**config.mk**
```make
export PLATFORM = sky130hd
export DESIGN_NAME = kbd_nibble_tx_flat
export DESIGN_NICKNAME = d
export VERILOG_FILES = /design/src/rtl/kbd_nibble_tx_if.sv /design/src/rtl/kbd_nibble_tx.sv /design/src/flat_wrapper.sv
export SDC_FILE = /design/constraint.sdc
export NUM_CORES = 1
export LEC_CHECK = 0
export CAP_MARGIN = 15
export CORE_MARGIN = 10
export CORE_UTILIZATION = 35
export CTS_BUF_LIST = sky130_fd_sc_hd__clkbuf_4 sky130_fd_sc_hd__clkbuf_8
export DETAILED_ROUTE_END_ITERATION = 16
export SLEW_MARGIN = 20
export SYNTH_ARGS = -nofsm -noshare
export SYNTH_HDL_FRONTEND = slang
export SYNTH_SLANG_ARGS = --single-unit
```
**constraint.sdc**
```tcl
create_clock -name clk -period 2.4 [get_ports clk]
set_clock_uncertainty 0.05 [all_clocks]
set_input_delay 0.48 -clock clk [delete_from_list [all_inputs] [get_ports clk]]
set_output_delay 0.48 -clock clk [all_outputs]
set_load 0.03 [all_outputs]
```
**src/rtl/kbd_nibble_tx_if.sv**
```systemverilog
// Byte-stream handshake into the keyboard nibble transmitter.
//   tx_data  : byte offered by the producer
//   tx_valid : tx_data is valid this cycle
//   tx_ready : transmitter FIFO can take a byte this cycle
// Modports: master = byte producer, slave = kbd_nibble_tx.
interface kbd_nibble_tx_if;
  logic [7:0] tx_data;
  logic       tx_valid;
  logic       tx_ready;

  modport master (output tx_data, output tx_valid, input tx_ready);
  modport slave  (input tx_data, input tx_valid, output tx_ready);
endinterface

```
**src/rtl/kbd_nibble_tx.sv**
```systemverilog
// Transmit end of the 4-bit keyboard nibble link. Bytes arrive on a valid/ready handshake,
// are buffered in a 2^FIFO_AW entry FIFO and sent as a high-nibble strobe followed by a
// low-nibble strobe with programmable setup/strobe/hold/gap timing.
//
// Ports:
//   clk        : clock, rising edge
//   rst        : synchronous active-high reset
//   tx         : slave side of kbd_nibble_tx_if (tx_data, tx_valid, tx_ready)
//   kbd_enb_hi : registered high-nibble strobe
//   kbd_enb_lo : registered low-nibble strobe
//   kbd_data   : registered nibble
//   busy       : FSM not idle or FIFO not empty
//   fifo_count : bytes held in the FIFO
//   drop_pulse : one-cycle pulse per discarded byte (KBD_TX_ASCII_FILTER_EN only)
//
// Build option: define KBD_TX_ASCII_FILTER_EN to pop and discard bytes with bit 7 set
// instead of transmitting them.
module kbd_nibble_tx #(
  parameter int unsigned SETUP_CYC  = 4,
  parameter int unsigned STROBE_CYC = 8,
  parameter int unsigned GAP_CYC    = 16,
  parameter int unsigned FIFO_AW    = 3
) (
  input  logic                 clk,
  input  logic                 rst,
  kbd_nibble_tx_if.slave       tx,
  output logic                 kbd_enb_hi,
  output logic                 kbd_enb_lo,
  output logic [3:0]           kbd_data,
  output logic                 busy,
  output logic [FIFO_AW:0]     fifo_count
`ifdef KBD_TX_ASCII_FILTER_EN
  ,
  output logic                 drop_pulse
`endif
);

  typedef enum logic [2:0] {
    StIdle, StHiSetup, StHiStrobe, StHiHold, StLoSetup, StLoStrobe, StLoHold, StGap
  } state_e;

  localparam int unsigned     Depth    = 1 << FIFO_AW;
  localparam logic [FIFO_AW:0] DepthCnt = (FIFO_AW + 1)'(Depth);
  // Dwell counters count down to zero, so they load duration - 1.
  localparam logic [15:0]     SetupLd  = 16'(SETUP_CYC - 1);
  localparam logic [15:0]     StrobeLd = 16'(STROBE_CYC - 1);
  localparam logic [15:0]     GapLd    = 16'(GAP_CYC - 1);

  // ---------------------------------------------------------------- FIFO
  logic [7:0]         mem_q [Depth];
  logic [FIFO_AW-1:0] wr_ptr_q, rd_ptr_q;
  logic [FIFO_AW:0]   count_q, count_d;
  logic               avail_q;
  logic               full, push, pop;
  logic [7:0]         head;

  assign full        = (count_q == DepthCnt);
  assign tx.tx_ready = ~full & ~rst;
  assign push        = tx.tx_valid & tx.tx_ready;
  assign head        = mem_q[rd_ptr_q];
  assign fifo_count  = count_q;

  always_comb begin
    count_d = count_q;
    unique case ({push, pop})
      2'b10:   count_d = count_q + 1'b1;
      2'b01:   count_d = count_q - 1'b1;
      default: count_d = count_q;
    endcase
  end

  always_ff @(posedge clk) begin
    if (push) mem_q[wr_ptr_q] <= tx.tx_data;
  end

  // The FSM sees occupancy through avail_q, one cycle behind the write, so a byte pushed
  // into an idle block is popped on the second edge after it is accepted. The pending pop
  // is subtracted so a back-to-back pop never reads an empty FIFO.
  always_ff @(posedge clk) begin
    if (rst) begin
      wr_ptr_q <= '0;
      rd_ptr_q <= '0;
      count_q  <= '0;
      avail_q  <= 1'b0;
    end else begin
      if (push) wr_ptr_q <= wr_ptr_q + 1'b1;
      if (pop)  rd_ptr_q <= rd_ptr_q + 1'b1;
      count_q <= count_d;
      avail_q <= (count_q > (FIFO_AW + 1)'(pop));
    end
  end

  // ---------------------------------------------------------------- FSM
  state_e      state_q, state_d;
  logic [15:0] cnt_q, cnt_d;
  logic [7:0]  sh_q, sh_d;
  logic [3:0]  data_d;
  logic        enb_hi_d, enb_lo_d;
  logic        drop_d;

  always_comb begin
    state_d = state_q;
    cnt_d   = cnt_q;
    sh_d    = sh_q;
    data_d  = kbd_data;
    pop     = 1'b0;
    drop_d  = 1'b0;
    unique case (state_q)
      StIdle: begin
        if (avail_q) begin
          pop = 1'b1;
`ifdef KBD_TX_ASCII_FILTER_EN
          drop_d = head[7];
`endif
          if (!drop_d) begin
            sh_d    = head;
            data_d  = head[7:4];
            cnt_d   = SetupLd;
            state_d = StHiSetup;
          end
        end
      end
      StHiSetup, StLoSetup: begin
        if (cnt_q == 16'd0) begin
          cnt_d   = StrobeLd;
          state_d = (state_q == StHiSetup) ? StHiStrobe : StLoStrobe;
        end else begin
          cnt_d = cnt_q - 16'd1;
        end
      end
      StHiStrobe, StLoStrobe: begin
        if (cnt_q == 16'd0) begin
          cnt_d   = SetupLd;
          state_d = (state_q == StHiStrobe) ? StHiHold : StLoHold;
        end else begin
          cnt_d = cnt_q - 16'd1;
        end
      end
      StHiHold: begin
        if (cnt_q == 16'd0) begin
          cnt_d   = SetupLd;
          data_d  = sh_q[3:0];
          state_d = StLoSetup;
        end else begin
          cnt_d = cnt_q - 16'd1;
        end
      end
      StLoHold: begin
        if (cnt_q == 16'd0) begin
          if (GAP_CYC == 0) begin
            cnt_d   = 16'd0;
            state_d = StIdle;
          end else begin
            cnt_d   = GapLd;
            state_d = StGap;
          end
        end else begin
          cnt_d = cnt_q - 16'd1;
        end
      end
      StGap: begin
        if (cnt_q == 16'd0) begin
          state_d = StIdle;
        end else begin
          cnt_d = cnt_q - 16'd1;
        end
      end
      default: begin
        cnt_d   = 16'd0;
        state_d = StIdle;
      end
    endcase
    enb_hi_d = (state_d == StHiStrobe);
    enb_lo_d = (state_d == StLoStrobe);
  end

  always_ff @(posedge clk) begin
    if (rst) begin
      state_q    <= StIdle;
      cnt_q      <= 16'd0;
      sh_q       <= 8'd0;
      kbd_data   <= 4'd0;
      kbd_enb_hi <= 1'b0;
      kbd_enb_lo <= 1'b0;
    end else begin
      state_q    <= state_d;
      cnt_q      <= cnt_d;
      sh_q       <= sh_d;
      kbd_data   <= data_d;
      kbd_enb_hi <= enb_hi_d;
      kbd_enb_lo <= enb_lo_d;
    end
  end

`ifdef KBD_TX_ASCII_FILTER_EN
  always_ff @(posedge clk) begin
    if (rst) drop_pulse <= 1'b0;
    else     drop_pulse <= drop_d;
  end

  assign busy = (state_q != StIdle) | (count_q != '0) | drop_pulse;
`else
  assign busy = (state_q != StIdle) | (count_q != '0);
`endif

endmodule

```
**src/flat_wrapper.sv**
```systemverilog
// flat-port wrapper written by rule: the top's interface ports become plain ports
module kbd_nibble_tx_flat 
#(
  parameter int unsigned SETUP_CYC  = 4,
  parameter int unsigned STROBE_CYC = 8,
  parameter int unsigned GAP_CYC    = 16,
  parameter int unsigned FIFO_AW    = 3
)
  (clk, rst, kbd_enb_hi, kbd_enb_lo, kbd_data, busy, fifo_count, tx_tx_data, tx_tx_valid, tx_tx_ready);
  kbd_nibble_tx_if tx_i ();
  input  logic clk;
  input  logic rst;
  output logic kbd_enb_hi;
  output logic kbd_enb_lo;
  output logic [3:0] kbd_data;
  output logic busy;
  output logic [FIFO_AW:0] fifo_count;
  input wire logic [$bits(tx_i.tx_data)-1:0] tx_tx_data;
  input wire logic [$bits(tx_i.tx_valid)-1:0] tx_tx_valid;
  output wire logic [$bits(tx_i.tx_ready)-1:0] tx_tx_ready;
  assign tx_i.tx_data = tx_tx_data;
  assign tx_i.tx_valid = tx_tx_valid;
  assign tx_tx_ready = tx_i.tx_ready;
  kbd_nibble_tx #(.SETUP_CYC(SETUP_CYC), .STROBE_CYC(STROBE_CYC), .GAP_CYC(GAP_CYC), .FIFO_AW(FIFO_AW)) u_core (.clk(clk), .rst(rst), .tx(tx_i), .kbd_enb_hi(kbd_enb_hi), .kbd_enb_lo(kbd_enb_lo), .kbd_data(kbd_data), .busy(busy), .fifo_count(fifo_count));
endmodule
```
# After elaboration in Yosys (flattened, before gate mapping)
# Memory sizes are Yosys's and may differ from the RTL's. A register that Yosys moved wholly into a read port is not among the register bits.
# Cells that the tools add are included.
# totals
register_bits,40
latchBits,0
mem_bits_rw,64
rom_bits,0
inputBits,11
word_cells,74
memories,1
# mem_list
name,depth,width,rd,rd_ports_with_merged_regs,write_ports,line,source
u_core.mem_q,8,8,1,1,1,kbd_nibble_tx.sv:50,logic [7:0] mem_q [Depth];
# classes
addsub,5
multipliers,0
n_div,0
magnitude_cmp,1
eq_ne,15
shift,0
mux,25
bitwise_logic,5
n_reduce_logical,12
# ops
operator,n
16-bit two-way mux,5
16-bit one-hot mux with 5 select lines,1
3-bit two-way mux,10
3-bit one-hot mux with 6 select lines,1
16-bit zero test,1
4-bit one-hot mux with 2 select lines,2
"16-bit by 1-bit subtractor with 16-bit output, second input constant",1
"3-bit == test, second input constant",5
"3-bit by 2-bit == test with 1-bit output, second input constant",3
4-bit two-way mux,2
"3-bit by 1-bit adder with 3-bit output, second input constant",2
"4-bit by 1-bit adder with 4-bit output, second input constant",1
"4-bit == test, second input constant",1
4-bit by 1-bit greater-than comparator with 1-bit output,1
1-bit two-way mux,4
"2-bit by 1-bit != test with 1-bit output, second input constant",2
2-bit AND reduction,2
2-bit nonzero test,2
4-bit nonzero test,1
2-bit OR reduction,2
"4-bit by 1-bit subtractor with 4-bit output, second input constant",1
"3-bit by 1-bit == test with 1-bit output, second input constant",1
3-bit zero test,1
3-bit AND reduction,1
other kinds (8),10

# Logic depth before layout (Yosys ltp)
# logic_depth
ltp_word,6
ltp_mapped,12
ltp_nobuf,10

# Least setup slack after synthesis
# OpenSTA, ideal clock, no wires.
# synth_path
path_type,reg-to-reg
from,"register u_core.count_q[0], in the netlist u_core.fifo_count[0]"
to,"register u_core.count_q[3], in the netlist u_core.fifo_count[3]"
setup_ns,0.070
t_arrival_ns,3.016
required_ns,2.280
slack_ns,-0.737
path_stages_with_launch,11
period_less_slack_ns,3.137
cell_sequence,dfxtp_1 inv_1 a31oi_1 nand2_1 ha_1 ha_1 a21o_1 a21oi_1 xnor2_1 or3_1 a21oi_1
# synth_via
elab_chain_cells,6
elab_cells_between_ends,10
# synth_lines
item,line,source
start: declaration,kbd_nibble_tx.sv:52,"logic [FIFO_AW:0] count_q, count_d;"
start signal: assignment,kbd_nibble_tx.sv:88,count_q <= count_d;
4-bit == test (*),kbd_nibble_tx.sv:57,assign full = (count_q == DepthCnt);
1-bit inverter (*),kbd_nibble_tx.sv:58,assign tx.tx_ready = ~full & ~rst;
1-bit bitwise AND (*),kbd_nibble_tx.sv:58,
via tx_tx_ready,flat_wrapper.sv:20,output wire logic [$bits(tx_i.tx_ready)-1:0] tx_tx_ready;
1-bit bitwise AND (*),kbd_nibble_tx.sv:59,assign push = tx.tx_valid & tx.tx_ready;
2-bit by 1-bit == test with 1-bit output or 2-bit == test (tied branches),kbd_nibble_tx.sv:65,"unique case ({push, pop})"
4-bit one-hot mux with 2 select lines or 2-bit nonzero test (tied branches),--,
# Mark *: on every way through the listed nets, which the timed path passes. The rest lies on a longest branch.
# A chain may end at the register's enable or synchronous reset.

# Final worst setup path
# layout_path
from,"register u_core.count_q[0], in the netlist u_core.fifo_count[0]"
to,"register u_core.count_q[3], in the netlist u_core.fifo_count[3]"
# layout_via
elab_chain_cells,6
elab_cells_between_ends,10
# layout_lines
item,line
4-bit == test,kbd_nibble_tx.sv:57
1-bit inverter,kbd_nibble_tx.sv:58
1-bit bitwise AND,kbd_nibble_tx.sv:58
1-bit bitwise AND,kbd_nibble_tx.sv:59
2-bit by 1-bit == test with 1-bit output or 2-bit == test (tied branches),kbd_nibble_tx.sv:65
4-bit one-hot mux with 2 select lines or 2-bit nonzero test (tied branches),--
# Several ways; a longest one is shown, not always the timed one.

==> flow_metrics.py <==
metrics = {
    "global_routing": {
        "grt_max_degree": 32,
        "grt_overflow": 0,
        "grt_pass1_wl_um": 14800,
        "grt.total_usage_pct": 10.4,
        "antenna_found_initial": 0,
        "grt_pass1_vias": 2862,
    },
    "place": {
        "postPlaceCellArea_mm2": 0.00510,
        "place.gp.congestion": 0.816,
        "port_buffers": 22,
        "dp.cells": 548,
        "detailed_place_hpwl_um": 6020,
    },
    "cells_and_area": {
        "area_delta_synth_final_pct": 17.2,
        "nNetsFinal": 407,
        "fin_area_mm2": 0.00531,
        "drive_gt1_share_pct": 20.2,
        "fin_cells": 564,
        "diodes": 0,
        "final_util_pct": 41.9,
    },
    "clock_network": {
        "hold_buffers": 0,
        "post_cts_buffers": 0,
        "clkTransAtPathRegs_ns": 0.11,
        "clk_latency_ns": 0.38,
        "clockRootBuffer": "clkbuf_8",
        "clock_sinks": 107,
        "cts_buffers": 9,
        "cts_buffer_depth": 2,
        "htree_levels": 3,
        "tritoncts": "built",
    },
    "critical_path": {
        "cp-start-kind": "register",
        "critPathRequiredTime_ns": 2.66,
        "critPathArrivalTime_ns": 2.48,
        "crit_type": "reg -> reg",
        "endpoint_kind": "register",
        "timing.rr.start": "u_core.fifo_count[0]",
        "reg2regPathDepth": 10,
        "path_max_fanout": 4,
        "rr_endpoint": "u_core.fifo_count[3]",
        "ff2ff_setup_slack_ns": 0.18,
    },
    "min_path": {
        "hp-class": "reg -> reg",
        "whs_endpoint": "u_core.wr_ptr_q[0]",
        "hold_start": "u_core.wr_ptr_q[0]",
        "hold_path_depth": 2,
    },
    "pwr": {
        "swShare_pct": 36.3,
        "comb_power_share_pct": 36.8,
        "p_int_mw": 3.42,
        "power.density_mw_per_mm2": 1010,
        "p_switching_mw": 1.95,
        "p_total_mw": 5.38,
        "total_leakage_power_nw": 1.79,
        "pwr-share-clk_pct": 20.2,
        "ir_worst_vdd_v": 0.000386,
        "power_frac_seq_pct": 43.0,
    },
    "timing": {
        "fmax_ghz": 0.451,
        "finalHoldViolCount": 0,
        "holdWs_ns": 0.451,
        "period_needed_ns": 2.22,
        "setup_viol": 0,
        "timing.final.crit_share_pct": 92.4,
        "slew_headroom_pct": 62.5,
        "worst-slew-pin-transition_ns": 0.562,
        "drv_slew": 0,
        "rsz0062_at_grt": "false",
    },
    "synthesis": {
        "ys.flop_type": "edfxtp_1",
        "synth_nets": 366,
        "synthArstFlopShare_pct": 0,
        "synthCells": 346,
        "yosys-top-cells-area": "edfxtp_1, dfxtp_1, mux4_2",
        "synth-seq-area-share_pct": 61.4,
        "yosys.area.top_type": "edfxtp_1",
        "syn_area_mm2": 0.00453,
        "synth-edff-count": 64,
        "syn_area_per_cell_um2": 13.1,
        "synth-seq-cells": 107,
        "yosys_warnings": 0,
        "synth_cell_types": 47,
        "synth_top_area_share_pct": 42.4,
    },
    "die": {
        "dieArea_mm2": 0.0179,
        "initial_core_util_pct": 35.7,
        "core-area_mm2": 0.0127,
        "io_pins": 23,
        "die_h_um": 134,
        "die_w_um": 134,
        "rows": 41,
    },
    "detailed_routing": {
        "dr.pass1.iters": 5,
        "drcViolationCount": 0,
        "drt_iter0_markers": 204,
        "wl_per_cell_um": 15.9,
        "final_antenna_net_count": 0,
        "vias_per_cell": 4.97,
        "detail_route.wirelength_um": 8980,
        "vias": 2803,
    },
    "flow_run": {
        "max_cap_viol_count": 0,
    },
    "status": {
        "outcome": "complete, no violations",
    },
}
==> kinds of logic after synthesis <==
kind of cell	after synthesis	share of synthesized area (%)
fa+ha+maj	9	2.65
simple gates	125	14.7
buf+inv	22	2.29
xor+xnor	18	3.48
mux	25	10.1
flops	107	61.4
compound gates	40	5.39
==> worst max-delay path, stage by stage (launching register included) <==
cell and delay, ns:
dfxtp_4 0.39, inv_2 0.07, a31oi_4 0.22, nand2_2 0.08, ha_1 0.19, ha_1 0.27, a21o_1 0.18, a21oi_1 0.18
xnor2_1 0.09, or3_1 0.30, a21oi_1 0.13
==> state kept, by name, summed over array words and instances, names as in the netlist, named ones only <==
signal	flops
u_core.mem_q	64
u_core.cnt_q	16
u_core.fifo_count	4
u_core.kbd_data	4
u_core.sh_q	4
u_core.rd_ptr_q	3
u_core.state_q	3
u_core.wr_ptr_q	3
u_core.avail_q	1
u_core.kbd_enb_hi	1
u_core.kbd_enb_lo	1
==> how the worst max path moves through the flow <==
stage,start,endpoint,slack [ns],cells past startpoint
after global placement,rst,u_core.fifo_count[3],-0.27,10
final,u_core.fifo_count[0],u_core.fifo_count[3],0.18,10
after global routing,u_core.state_q[0],u_core.fifo_count[3],0.02,10
after CTS,u_core.fifo_count[3],busy,0.08,3
after floorplan,u_core.state_q[0],u_core.fifo_count[3],0.01,12
after detailed placement,rst,u_core.fifo_count[3],-0.30,10
==> cell usage in the layout (no fill, tap or decap), types with 15 or more instances in the layout <==
master           Yosys  routed
a21oi_1             15      15
buf_4                2      24
clkdlybuf4s50_1      0      19
dfxtp_1             43      40
edfxtp_1            64      64
mux4_2              16      16
nand2_1             23      21
nand3_1             15      15
nor2_1              42      42
xor2_1              16      16
==> routing by layer <==
layer	track usage, %	routed length, um	up-vias
li1	-	-	1374
met1	12.5	4060	1381
met2	17.6	4510	41
met3	2.74	338	7
met4	3.75	83	0
met5	0	0	-
==> synthesized netlist by cell type, drive strengths merged, types with 2 or more instances <==
library cell / count
o21ai: 8
xnor2: 2
inv: 6
or2: 2
a21oi: 15
nand4b: 3
a31oi: 6
edfxtp: 64
nand2b: 2
a21o: 2
or4: 2
clkbuf: 6
mux4: 16
nor2: 42
nor4: 4
a211oi: 6
nand3: 15
buf: 9
nand4: 9
xor2: 16
nand2: 23
mux2: 4
nand3b: 2
or3: 4
mux2i: 5
nor3: 8
nor3b: 2
dfxtp: 43
and2: 2
and3: 2
ha: 8
==> final cells by class <==
type	instances	area [um2]
well taps	172	215
fillers	1198	7360
clock buffers	9	124
multi-input cells	217	1670
flip-flops and latches	107	2790
repair buffers	45	395
inverters	7	27.5
clock inverters	7	78.8
==> metrics by stage <==
stage	setup TNS, ns	setup slack (ns)
6_report	0	0.181
5_1_grt	0	0.0228
4_1_cts	0	0.0844
3_5_place_dp	-0.741	-0.296
3_3_place_gp	-0.325	-0.270
2_1_floorplan	0	0.0143
==> power by group through the flow <==
stage | clock network [mW] | logic (mW) | registers, mW
finish | 1.09 | 1.98 | 2.31
global placement | 0 | 1.97 | 2.35
floorplan | 0 | 1.44 | 2.39
detailed placement | 0 | 2.00 | 2.35
global route | 1.20 | 2.22 | 2.34
CTS | 1.13 | 2.01 | 2.31
==> what timing repair did <==
item / in CTS / in global routing
resized for setup: 0 / 2
hold endpoints to repair: 0 / 0
setup endpoints to repair: 0 / 2
Power figures use the tool's default switching activity.
